--- src/rtl/t5_fetch_pkg.sv ---
// rtl/t5_fetch_pkg.sv - shared constants for the t5 fetch unit
package t5_fetch_pkg;

   // Default datapath width, hart count and per-hart reset byte address
   localparam int          T5_XLEN      = 32;
   localparam int          T5_HARTS     = 4;
   localparam int          T5_HW        = $clog2(T5_HARTS);
   localparam logic [31:0] T5_RESET_VEC = 32'h0;

   // Fetch FSM: IDLE has no fetch outstanding, WAIT has exactly one
   localparam logic [0:0]  ST_IDLE      = 1'b0;
   localparam logic [0:0]  ST_WAIT      = 1'b1;

endpackage

--- src/rtl/t5_fetch_if.sv ---
// rtl/t5_fetch_if.sv - instruction bus and decode-side bundle for t5_fetch
interface t5_fetch_if #(
   parameter int XLEN = 32,
   parameter int HW   = 2
);
   // Instruction bus: strobe held until ack, idat valid in the ack cycle
   logic            istb;
   logic [XLEN-3:0] iadr;
   logic            iack;
   logic [XLEN-1:0] idat;
   // Decode side: one-cycle valid with instruction, byte PC and hart id
   logic            ovld;
   logic [XLEN-1:0] oinst;
   logic [XLEN-1:0] opc;
   logic [HW-1:0]   ohart;

   modport master (
      output istb, iadr, ovld, oinst, opc, ohart,
      input  iack, idat
   );

   modport slave (
      input  istb, iadr, ovld, oinst, opc, ohart,
      output iack, idat
   );
endinterface

--- src/rtl/t5_rrarb.sv ---
// rtl/t5_rrarb.sv - combinational round-robin arbiter, first request after pointer
module t5_rrarb #(
   parameter int N = 4,
   parameter int W = 2
) (
   input  logic [N-1:0] i_req,
   input  logic [W-1:0] i_ptr,
   output logic [N-1:0] o_gnt,
   output logic [W-1:0] o_idx
);

   logic [W-1:0] w_pos;
   logic         w_found;

   // Scan ptr+1 .. ptr+N (wrapping, N is a power of 2); ptr itself is checked last
   always_comb begin
      o_gnt   = '0;
      o_idx   = i_ptr;
      w_found = 1'b0;
      w_pos   = i_ptr;
      for (int k = 1; k <= N; k++) begin
         w_pos = i_ptr + k[W-1:0];
         if (!w_found && i_req[w_pos]) begin
            w_found      = 1'b1;
            o_gnt[w_pos] = 1'b1;
            o_idx        = w_pos;
         end
      end
   end

endmodule

--- src/rtl/t5_fetch.sv ---
// rtl/t5_fetch.sv - multi-hart round-robin instruction fetch with per-hart redirect
module t5_fetch
   import t5_fetch_pkg::*;
#(
   parameter int               XLEN      = T5_XLEN,
   parameter int               HARTS     = T5_HARTS,
   parameter logic [XLEN-1:0]  RESET_VEC = T5_RESET_VEC,
   localparam int              HW        = $clog2(HARTS)
) (
   input  logic            clk,
   input  logic            rst,
   input  logic            ena,
   input  logic [HARTS-1:0] hart_ena,
   input  logic            bra,
   input  logic [HW-1:0]   bra_hart,
   input  logic [XLEN-3:0] alu,
   t5_fetch_if.master      bus
);

   localparam logic [XLEN-3:0] ONE = {{(XLEN-3){1'b0}}, 1'b1};

   logic [XLEN-3:0] r_pctab [HARTS];
   logic [0:0]      r_state;
   logic            r_kill;
   logic [HW-1:0]   r_cur;
   logic [HW-1:0]   r_rr;
   logic            r_istb;
   logic [XLEN-3:0] r_iadr;
   logic            r_ovld;
   logic [XLEN-1:0] r_oinst;
   logic [XLEN-1:0] r_opc;
   logic [HW-1:0]   r_ohart;

   logic            w_busy;
   logic            w_cmp;
   logic            w_bra_cur;
   logic            w_can_issue;
   logic [HARTS-1:0] w_gnt;
   logic [HW-1:0]   w_sel;
   logic [XLEN-3:0] w_seq_pc;
   logic [XLEN-3:0] w_issue_pc;

   assign w_busy      = (r_state == ST_WAIT);
   assign w_cmp       = w_busy & bus.iack;
   assign w_bra_cur   = bra & (bra_hart == r_cur);
   assign w_can_issue = ~w_busy | bus.iack;
   assign w_seq_pc    = r_iadr + ONE;

   t5_rrarb #(.N(HARTS), .W(HW)) u_arb (
      .i_req (hart_ena),
      .i_ptr (r_rr),
      .o_gnt (w_gnt),
      .o_idx (w_sel)
   );

   // Address for a new fetch: same-cycle redirect or increment of the chosen hart wins over the table
   always_comb begin
      w_issue_pc = r_pctab[w_sel];
      if (bra && bra_hart == w_sel)
         w_issue_pc = alu;
      else if (w_cmp && !r_kill && !w_bra_cur && r_cur == w_sel)
         w_issue_pc = w_seq_pc;
   end

   // Per-hart PC table: redirect beats sequential advance; squashed fetches do not advance
   always_ff @(posedge clk or posedge rst) begin
      if (rst) begin
         for (int i = 0; i < HARTS; i++)
            r_pctab[i] <= RESET_VEC[XLEN-1:2];
      end else begin
         for (int i = 0; i < HARTS; i++) begin
            if (bra && bra_hart == HW'(i))
               r_pctab[i] <= alu;
            else if (w_cmp && !r_kill && r_cur == HW'(i))
               r_pctab[i] <= w_seq_pc;
         end
      end
   end

   // Fetch FSM, bus strobe, scheduler pointer, kill tracking and decode-side outputs
   always_ff @(posedge clk or posedge rst) begin
      if (rst) begin
         r_state <= ST_IDLE;
         r_kill  <= 1'b0;
         r_cur   <= '0;
         r_rr    <= HW'(HARTS - 1);
         r_istb  <= 1'b0;
         r_iadr  <= '0;
         r_ovld  <= 1'b0;
         r_oinst <= '0;
         r_opc   <= '0;
         r_ohart <= '0;
      end else begin
         r_ovld <= 1'b0;
         if (w_cmp) begin
            r_ovld  <= ~r_kill & ~w_bra_cur;
            r_oinst <= bus.idat;
            r_opc   <= {r_iadr, 2'b00};
            r_ohart <= r_cur;
            r_kill  <= 1'b0;
         end else if (w_busy && w_bra_cur) begin
            r_kill  <= 1'b1;
         end
         if (w_can_issue) begin
            if (ena && |w_gnt) begin
               r_state <= ST_WAIT;
               r_istb  <= 1'b1;
               r_iadr  <= w_issue_pc;
               r_rr    <= w_sel;
               r_cur   <= w_sel;
            end else begin
               r_state <= ST_IDLE;
               r_istb  <= 1'b0;
            end
         end
      end
   end

   assign bus.istb  = r_istb;
   assign bus.iadr  = r_iadr;
   assign bus.ovld  = r_ovld;
   assign bus.oinst = r_oinst;
   assign bus.opc   = r_opc;
   assign bus.ohart = r_ohart;

endmodule
--- src/flat_wrapper.sv ---
// flat-port wrapper written by rule: the top's interface ports become plain ports
module t5_fetch_flat import t5_fetch_pkg::*;
#(
   parameter int               XLEN      = T5_XLEN,
   parameter int               HARTS     = T5_HARTS,
   parameter logic [XLEN-1:0]  RESET_VEC = T5_RESET_VEC,
   localparam int              HW        = $clog2(HARTS)
)
  (clk, rst, ena, hart_ena, bra, bra_hart, alu, bus_istb, bus_iadr, bus_ovld, bus_oinst, bus_opc, bus_ohart, bus_iack, bus_idat);
  t5_fetch_if #(.XLEN(XLEN)) bus_i ();
  input  logic clk;
  input  logic rst;
  input  logic ena;
  input  logic [HARTS-1:0] hart_ena;
  input  logic bra;
  input  logic [HW-1:0] bra_hart;
  input  logic [XLEN-3:0] alu;
  output wire logic [$bits(bus_i.istb)-1:0] bus_istb;
  output wire logic [$bits(bus_i.iadr)-1:0] bus_iadr;
  output wire logic [$bits(bus_i.ovld)-1:0] bus_ovld;
  output wire logic [$bits(bus_i.oinst)-1:0] bus_oinst;
  output wire logic [$bits(bus_i.opc)-1:0] bus_opc;
  output wire logic [$bits(bus_i.ohart)-1:0] bus_ohart;
  input wire logic [$bits(bus_i.iack)-1:0] bus_iack;
  input wire logic [$bits(bus_i.idat)-1:0] bus_idat;
  assign bus_istb = bus_i.istb;
  assign bus_iadr = bus_i.iadr;
  assign bus_ovld = bus_i.ovld;
  assign bus_oinst = bus_i.oinst;
  assign bus_opc = bus_i.opc;
  assign bus_ohart = bus_i.ohart;
  assign bus_i.iack = bus_iack;
  assign bus_i.idat = bus_idat;
  t5_fetch #(.XLEN(XLEN), .HARTS(HARTS), .RESET_VEC(RESET_VEC)) u_core (.clk(clk), .rst(rst), .ena(ena), .hart_ena(hart_ena), .bra(bra), .bra_hart(bra_hart), .alu(alu), .bus(bus_i));
endmodule
--- config.mk ---
export PLATFORM = sky130hd
export DESIGN_NAME = t5_fetch_flat
export DESIGN_NICKNAME = d
export VERILOG_FILES = /design/src/rtl/t5_fetch_pkg.sv /design/src/rtl/t5_fetch_if.sv /design/src/rtl/t5_rrarb.sv /design/src/rtl/t5_fetch.sv /design/src/flat_wrapper.sv
export SDC_FILE = /design/constraint.sdc
export NUM_CORES = 1
export LEC_CHECK = 0
export CAP_MARGIN = 10
export CORE_ASPECT_RATIO = 0.7
export CORE_MARGIN = 1
export CORE_UTILIZATION = 25
export CTS_BUF_LIST = sky130_fd_sc_hd__clkbuf_4 sky130_fd_sc_hd__clkbuf_8
export CTS_CLUSTER_DIAMETER = 40
export DETAILED_ROUTE_END_ITERATION = 16
export DONT_BUFFER_PORTS = 1
export PLACE_DENSITY = 0.43
export SLEW_MARGIN = 20
export SYNTH_ARGS = -nofsm -noshare
export SYNTH_HDL_FRONTEND = slang
export SYNTH_HIERARCHICAL = 1
export SYNTH_SLANG_ARGS = --single-unit
--- constraint.sdc ---
create_clock -name clk -period 6.3 [get_ports clk]
set_clock_uncertainty 0.15 [all_clocks]
set_input_delay 0.63 -clock clk [delete_from_list [all_inputs] [get_ports clk]]
set_output_delay 0.63 -clock clk [all_outputs]
set_load 0.02 [all_outputs]
======== Word-level counts from Yosys, hierarchy flattened ========
Index checks and enable logic that the tools add are counted.
cells by class
  $add $sub $neg .......................... 4
  $lt $le $gt $ge ......................... 9
  eq/ne operators ......................... 9
  muxes and demuxes ....................... 44
  bitwise gates (word level) .............. 11
  reduce and logical (&&, ||, !) cells .... 35
operators with widths
  kind                                                                   count
  30-bit two-way mux                                                     12
  30-bit binary-select mux with 2-bit select                             1
  30-bit by 1-bit adder with 30-bit output, second input constant        1
  1-bit logical AND                                                      21
  4-bit two-way mux                                                      4
  1-bit two-way mux                                                      15
  2-bit by 3-bit < comparator with 1-bit output, second input constant   4
  4-bit OR                                                               3
  2-bit nonzero test                                                     5
  1-bit binary-select mux with 2-bit select                              4
  1-bit demux with 2-bit select                                          4
  2-bit == test, second input constant                                   4
  2-bit by 1-bit >= comparator with 1-bit output, second input constant  4
  2-bit two-way mux                                                      4
  2-bit == test                                                          3
  1-bit logical NOT                                                      5
  2-bit adder, second input constant                                     2
  2-bit by 1-bit == test with 1-bit output, second input constant        2
  2-bit logical NOT                                                      2
  4-bit OR reduction                                                     1
  1-bit AND                                                              3
  3-bit >= comparator, second input constant                             1
  1-bit inverter                                                         3
  2-bit inverter with 3-bit output                                       1
  3 further kinds                                                        3
storage, ports and cells
  bits in registers ....................... 221
  output and inout bits ................... 98
  logic and storage cells ................. 125

======== Logic depth before layout (Yosys ltp) ========
  word-level depth ........................ 19
  mapped depth ............................ 15
  gate-level depth less buffers ........... 12

======== Cells and area by module ========
Netlist, hierarchy kept.
by module, submodules not included
  module    times used  cells each  area an instance (µm²)  seq. area each (µm²)
  t5_fetch  1           1135        11128.2                 5532.8
  t5_rrarb  1           42          429.2                   0.0

======== Least setup slack after synthesis ========
OpenSTA, ideal clock, no wires.
  path kind ............................... register to register
  start ................................... register u_core.r_rr[0]
  end ..................................... register u_core.r_iadr[8] (netlist: u_core/bus.iadr[8])
  arrival ................................. 3.792 ns
  data required time ...................... 6.018 ns
  path slack .............................. 2.225 ns
  cell stages (with the launch flop) ...... 14
  path buffers ............................ 4
  path through ............................ dfstp_2 buf_6 inv_1 ha_1 mux4_1 nor2b_4 nor2_1 xnor2_1 buf_2 buf_2 buf_2 mux4_2 a211oi_1 o22ai_1
on the way
  word-level cells in the longest chain between the ends .. 19
ends and longest elaborated chain
  what                                                    RTL line         text
  start: declaration                                      t5_fetch.sv:26   logic [HW-1:0] r_rr;
  start signal: assignment                                t5_fetch.sv:86   r_rr <= HW'(HARTS - 1);
  start signal: assignment                                t5_fetch.sv:109  r_rr <= w_sel;
  2-bit by 1-bit adder with 2-bit output                  t5_rrarb.sv:22   w_pos = i_ptr + k[W-1:0];
  1-bit binary-select mux with 2-bit select               t5_rrarb.sv:23   if (!w_found && i_req[w_pos]) begin
  1-bit two-way mux (not written as such)                 t5_rrarb.sv:23
  1-bit two-way mux                                       t5_rrarb.sv:23
  1-bit logical NOT                                       t5_rrarb.sv:23
  1-bit logical AND                                       t5_rrarb.sv:23
  1-bit two-way mux                                       t5_rrarb.sv:23
  1-bit logical NOT                                       t5_rrarb.sv:23
  [... 3 more ...]                                        -
  1-bit logical AND                                       t5_rrarb.sv:23
  2-bit two-way mux (*)                                   t5_rrarb.sv:23
  net u_core.w_sel[0]                                     t5_fetch.sv:39   logic [HW-1:0] w_sel;
  2-bit inverter with 3-bit output (not written as such)  t5_fetch.sv:58   w_issue_pc = r_pctab[w_sel];
  30-bit binary-select mux with 2-bit select              t5_fetch.sv:58
  30-bit two-way mux (not written as such) (2 in series)  t5_fetch.sv:58
  30-bit two-way mux                                      t5_fetch.sv:61   else if (w_cmp && !r_kill && !w_bra_cur && r_cur == w_sel)
  30-bit two-way mux (*)                                  t5_fetch.sv:59   if (bra && bra_hart == w_sel)
  end signal: assignment                                  t5_fetch.sv:108  r_iadr <= w_issue_pc;
  end: declaration                                        t5_fetch.sv:28   logic [XLEN-3:0] r_iadr;
The timed path passes the listed nets; every way through them passes the cells marked *. The select of a mux whose other input is x is not followed.
A chain may end at the register's enable or synchronous reset.

======== Worst setup path in the final report ========
  start ................................... register u_core.r_rr[0]
  end ..................................... register u_core.r_iadr[23] (netlist: u_core/bus.iadr[23])
The elaborated chain is that of the path after synthesis.

==> impl_summary.md <==
Run status
The run finished with clean final reports.

Routing
The first routing iteration left 838 violations. The DRC violation count after routing is 0. Across all layers, the routed design uses 9263 vias.

In the final routed layout, each cell accounts on average for 22.21 um. For this block, the routed nets add up to 40180 um of wire. The count of antenna-violating nets left after detailed routing is 0.

The number of optimization iterations in the first detailed-route pass is 5. The per-cell via count in the routed design is 5.121.

Finish
The share of post-route cells with drive strength above 1 is 17.58%. The signed area change from the synthesized netlist to the final layout is 15.13%. The count of antenna diodes in the layout is 0. Once layout is complete, the cells apart from fillers number 1809. The number of nets in the layout is 1262.

STA
Final hold analysis gives a worst-case slack of 0.03670 ns. Adding up every negative setup slack in the final design gives 0 ns. The final-report hold violation count is 0. Headroom to the max-slew limit came out at 27.25%. The max-slew violation total from the final report is 0. Setup repair after global routing left no endpoint under its margin. Setup violations remaining at the end of the flow were counted as 0. The final period utilization is 75.44%. The transition time at the pin with the least slew margin is 1.088 ns. Timing would allow up to 210.4 MHz. After layout, the minimum clock period comes to 4.753 ns.

Synthesis
The cell count after synthesis is 1177. The number of flip-flops and latches in the synthesized netlist is 221. The post-synth design cell area is 11560 sq um. The predominant post-synthesis flop cell is sky130_fd_sc_hd__dfrtp_1. Yosys attributes the largest share of cell area to sky130_fd_sc_hd__dfrtp_1, sky130_fd_sc_hd__o21ai_0, sky130_fd_sc_hd__mux2_2. In the synthesized netlist the async set-or-reset flop fraction comes to 100.0%.

The number of enable flip-flop cells after synthesis is 0. The most common cell in the synthesized netlist is sky130_fd_sc_hd__dfrtp_1. sky130_fd_sc_hd__dfrtp_1 takes more of the synthesized area than any other cell. Sequential cells were found to cover 47.87% of the synthesized design area. The distinct cell type count after synthesis is 61.

Summed over its instances, the top area cell type makes up 47.42% of the synthesized netlist area. The warning count from the yosys run is 6. The mean instance size in the synthesized netlist is 9.819 sq um. After synthesis, the most frequently instantiated cells are sky130_fd_sc_hd__dfrtp_1, sky130_fd_sc_hd__o21ai_0, sky130_fd_sc_hd__nand2_1, sky130_fd_sc_hd__nor2_1, sky130_fd_sc_hd__clkbuf_1.

CTS
Clock-pin slew was measured on the worst setup and hold paths at 0.06 ns. The clock reaches the later pin of the worst-skew pair after 0.56 ns. The number of buffers on the longest clock path is 3. After clock tree synthesis, the setup repair step added 0 buffers.

The clock tree synthesis step divided the H-tree into 2 levels. The clock sink total is 221. The count of cells resized by post-cts repair is 0.

In this run the clock root is driven by a sky130_fd_sc_hd__clkbuf_8. The post-cts hold buffer count is 24. The clock tree from TritonCTS is built.

Clock tree synthesis inserted a total of 40 buffers.

Global route
The initial antenna violation count was 0. The number of global-route vias before repair is 9202. The largest net degree at the start of global routing is 156. The overflow left after global routing is 0. The wire length of the first global-routing pass is 61080 um. Global routing used 17.14% of the available tracks.

Critical path
The required arrival time at the worst endpoint is 6.58 ns. The critical path class is reg2reg. The data arrival time of the critical path is 5.03 ns. The type of element launching the critical path is a register. The cell count of the worst reg-to-reg path is 13. Of all nets on the critical path, the largest fanout is 14. The endpoint kind of the worst setup timing path is a register.

Pwr
Across the VDD grid, the largest voltage drop is 0.0002894 V. In this run the static leakage power is 5.474 nW. The total power per unit cell area is 597.8 nW/um^2.

Placed design
The cell total after placement is 1716. The final weighted congestion in routability-driven placement is 0.7916. The count of input and output buffers is 0. The detailed placer's ending HPWL is 25730 um.

Min path
The path class of the tightest hold or removal check is in2reg. The depth of the worst hold-timing path is 2.

Die
The total die area is 47110 sq um. The floorplan has 65 rows. The initial utilization of the core area, before any placement, comes to 25.51%.

The die is 181.9 um tall. The die is 259.0 um wide. The area inside the core boundary is 45300 sq um. 171 I/O pins were placed.

Flow run
The number of max-capacitance violations reported is 0.
-- path summary, 6_finish.rpt --
| path | slack, ns | end | startpoint |
|---|---|---|---|
| max | 1.55 | u_core/bus.iadr[23] | u_core/r_rr[0] |
| min | 0.04 | u_core/r_pctab[62] | alu[2] |
| max reg2reg | 1.55 | u_core/bus.iadr[23] | u_core/r_rr[0] |
| min reg2reg | 0.38 | u_core/r_pctab[28] | u_core/r_pctab[28] |
| max in group asynchronous | 4.10 | u_core/bus.oinst[0] | rst |
| min in group asynchronous | 0.53 | u_core/bus.opc[8] | rst |
-- layout make-up --
class | instances | area [sq um]
Tap cell | 603 | 754.5
Fill cell | 4705 | 31990
Timing Repair Buffer | 50 | 470.5
Multi-Input combinational cell | 861 | 5683
Inverter | 6 | 26.28
Clock buffer | 58 | 735.7
Sequential cell | 221 | 5533
Clock inverter | 10 | 103.9
-- cells in the final DEF, fill, tap and decap left out, types with 9 or more instances in the layout --
cell                            Yosys  routed
sky130_fd_sc_hd__o21ai_0          173     173
sky130_fd_sc_hd__a21oi_1           66      66
sky130_fd_sc_hd__and3_1            29      29
sky130_fd_sc_hd__nand2_1          147     146
sky130_fd_sc_hd__nand3_1           18      18
sky130_fd_sc_hd__mux2_2            64      64
sky130_fd_sc_hd__xnor2_1           21      20
sky130_fd_sc_hd__a31oi_1            9       9
sky130_fd_sc_hd__xor2_1            14      14
sky130_fd_sc_hd__nor2_1           131     130
sky130_fd_sc_hd__mux4_2            31      31
sky130_fd_sc_hd__clkbuf_4           0      10
sky130_fd_sc_hd__ha_1               9       9
sky130_fd_sc_hd__buf_4              3      23
sky130_fd_sc_hd__dfrtp_1          219     219
sky130_fd_sc_hd__a21o_1            26      26
sky130_fd_sc_hd__clkbuf_8           0      48
sky130_fd_sc_hd__dlygate4sd3_1      0      25
sky130_fd_sc_hd__a211oi_1          30      30
-- cell families after synthesis --
kind of cell	synth area share [%]
simple gates	14.55
compound gates	16.89
flops	47.87
mux	13.59
buf+inv	3.443
xor+xnor	2.652
fa+ha+maj	0.9744
other cells	0.03245
-- report_power, final --
group / internal (mW) / total, mW / switching, mW
registers: 2.11 / 3.17 / 1.05
logic: 1.58 / 3.31 / 1.73
clock network: 0.831 / 1.48 / 0.648
-- worst max-delay path: stages, from the launching register on --
cell and delay, ns:
sky130_fd_sc_hd__dfstp_2 0.73, sky130_fd_sc_hd__inv_1 0.16, sky130_fd_sc_hd__ha_1 0.43, sky130_fd_sc_hd__mux4_1 0.42, sky130_fd_sc_hd__nor3_1 0.22, sky130_fd_sc_hd__a21oi_1 0.06, sky130_fd_sc_hd__nand2_1 0.53, sky130_fd_sc_hd__buf_4 0.33
sky130_fd_sc_hd__xnor2_1 0.15, sky130_fd_sc_hd__and3_1 0.51, sky130_fd_sc_hd__nand2_1 0.48, sky130_fd_sc_hd__o22a_1 0.30, sky130_fd_sc_hd__o21ai_0 0.08, sky130_fd_sc_hd__a31oi_1 0.06
-- state kept, by name, indices dropped and copies added, names as in the netlist --
name              count
u_core/bus.iadr      30
u_core/bus.istb       1
u_core/bus.ohart      2
u_core/bus.oinst     32
u_core/bus.opc       30
u_core/bus.ovld       1
u_core/r_cur          2
u_core/r_kill         1
u_core/r_pctab      120
u_core/r_rr           2
-- metrics by stage --
step	utilization [%]	power [mW]	area, sq um	worst slack, ns
2_1_floorplan	-	5.501	11560	2.225
3_3_place_gp	26.91	6.424	12190	1.658
3_5_place_dp	26.97	6.477	12220	1.517
4_1_cts	29.35	8.019	13300	1.515
5_1_grt	29.37	8.538	13310	1.207
6_report	29.37	7.955	13310	1.547
-- routing by layer --
metal	vias up	GRT usage, %	routed length [um]
met1	4648	26.00	19610
li1	4207	-	-
met3	50	4.243	3331
met2	358	24.01	16690
met5	-	0	0
met4	0	3.882	549
Power figures use the tool's default switching activity.
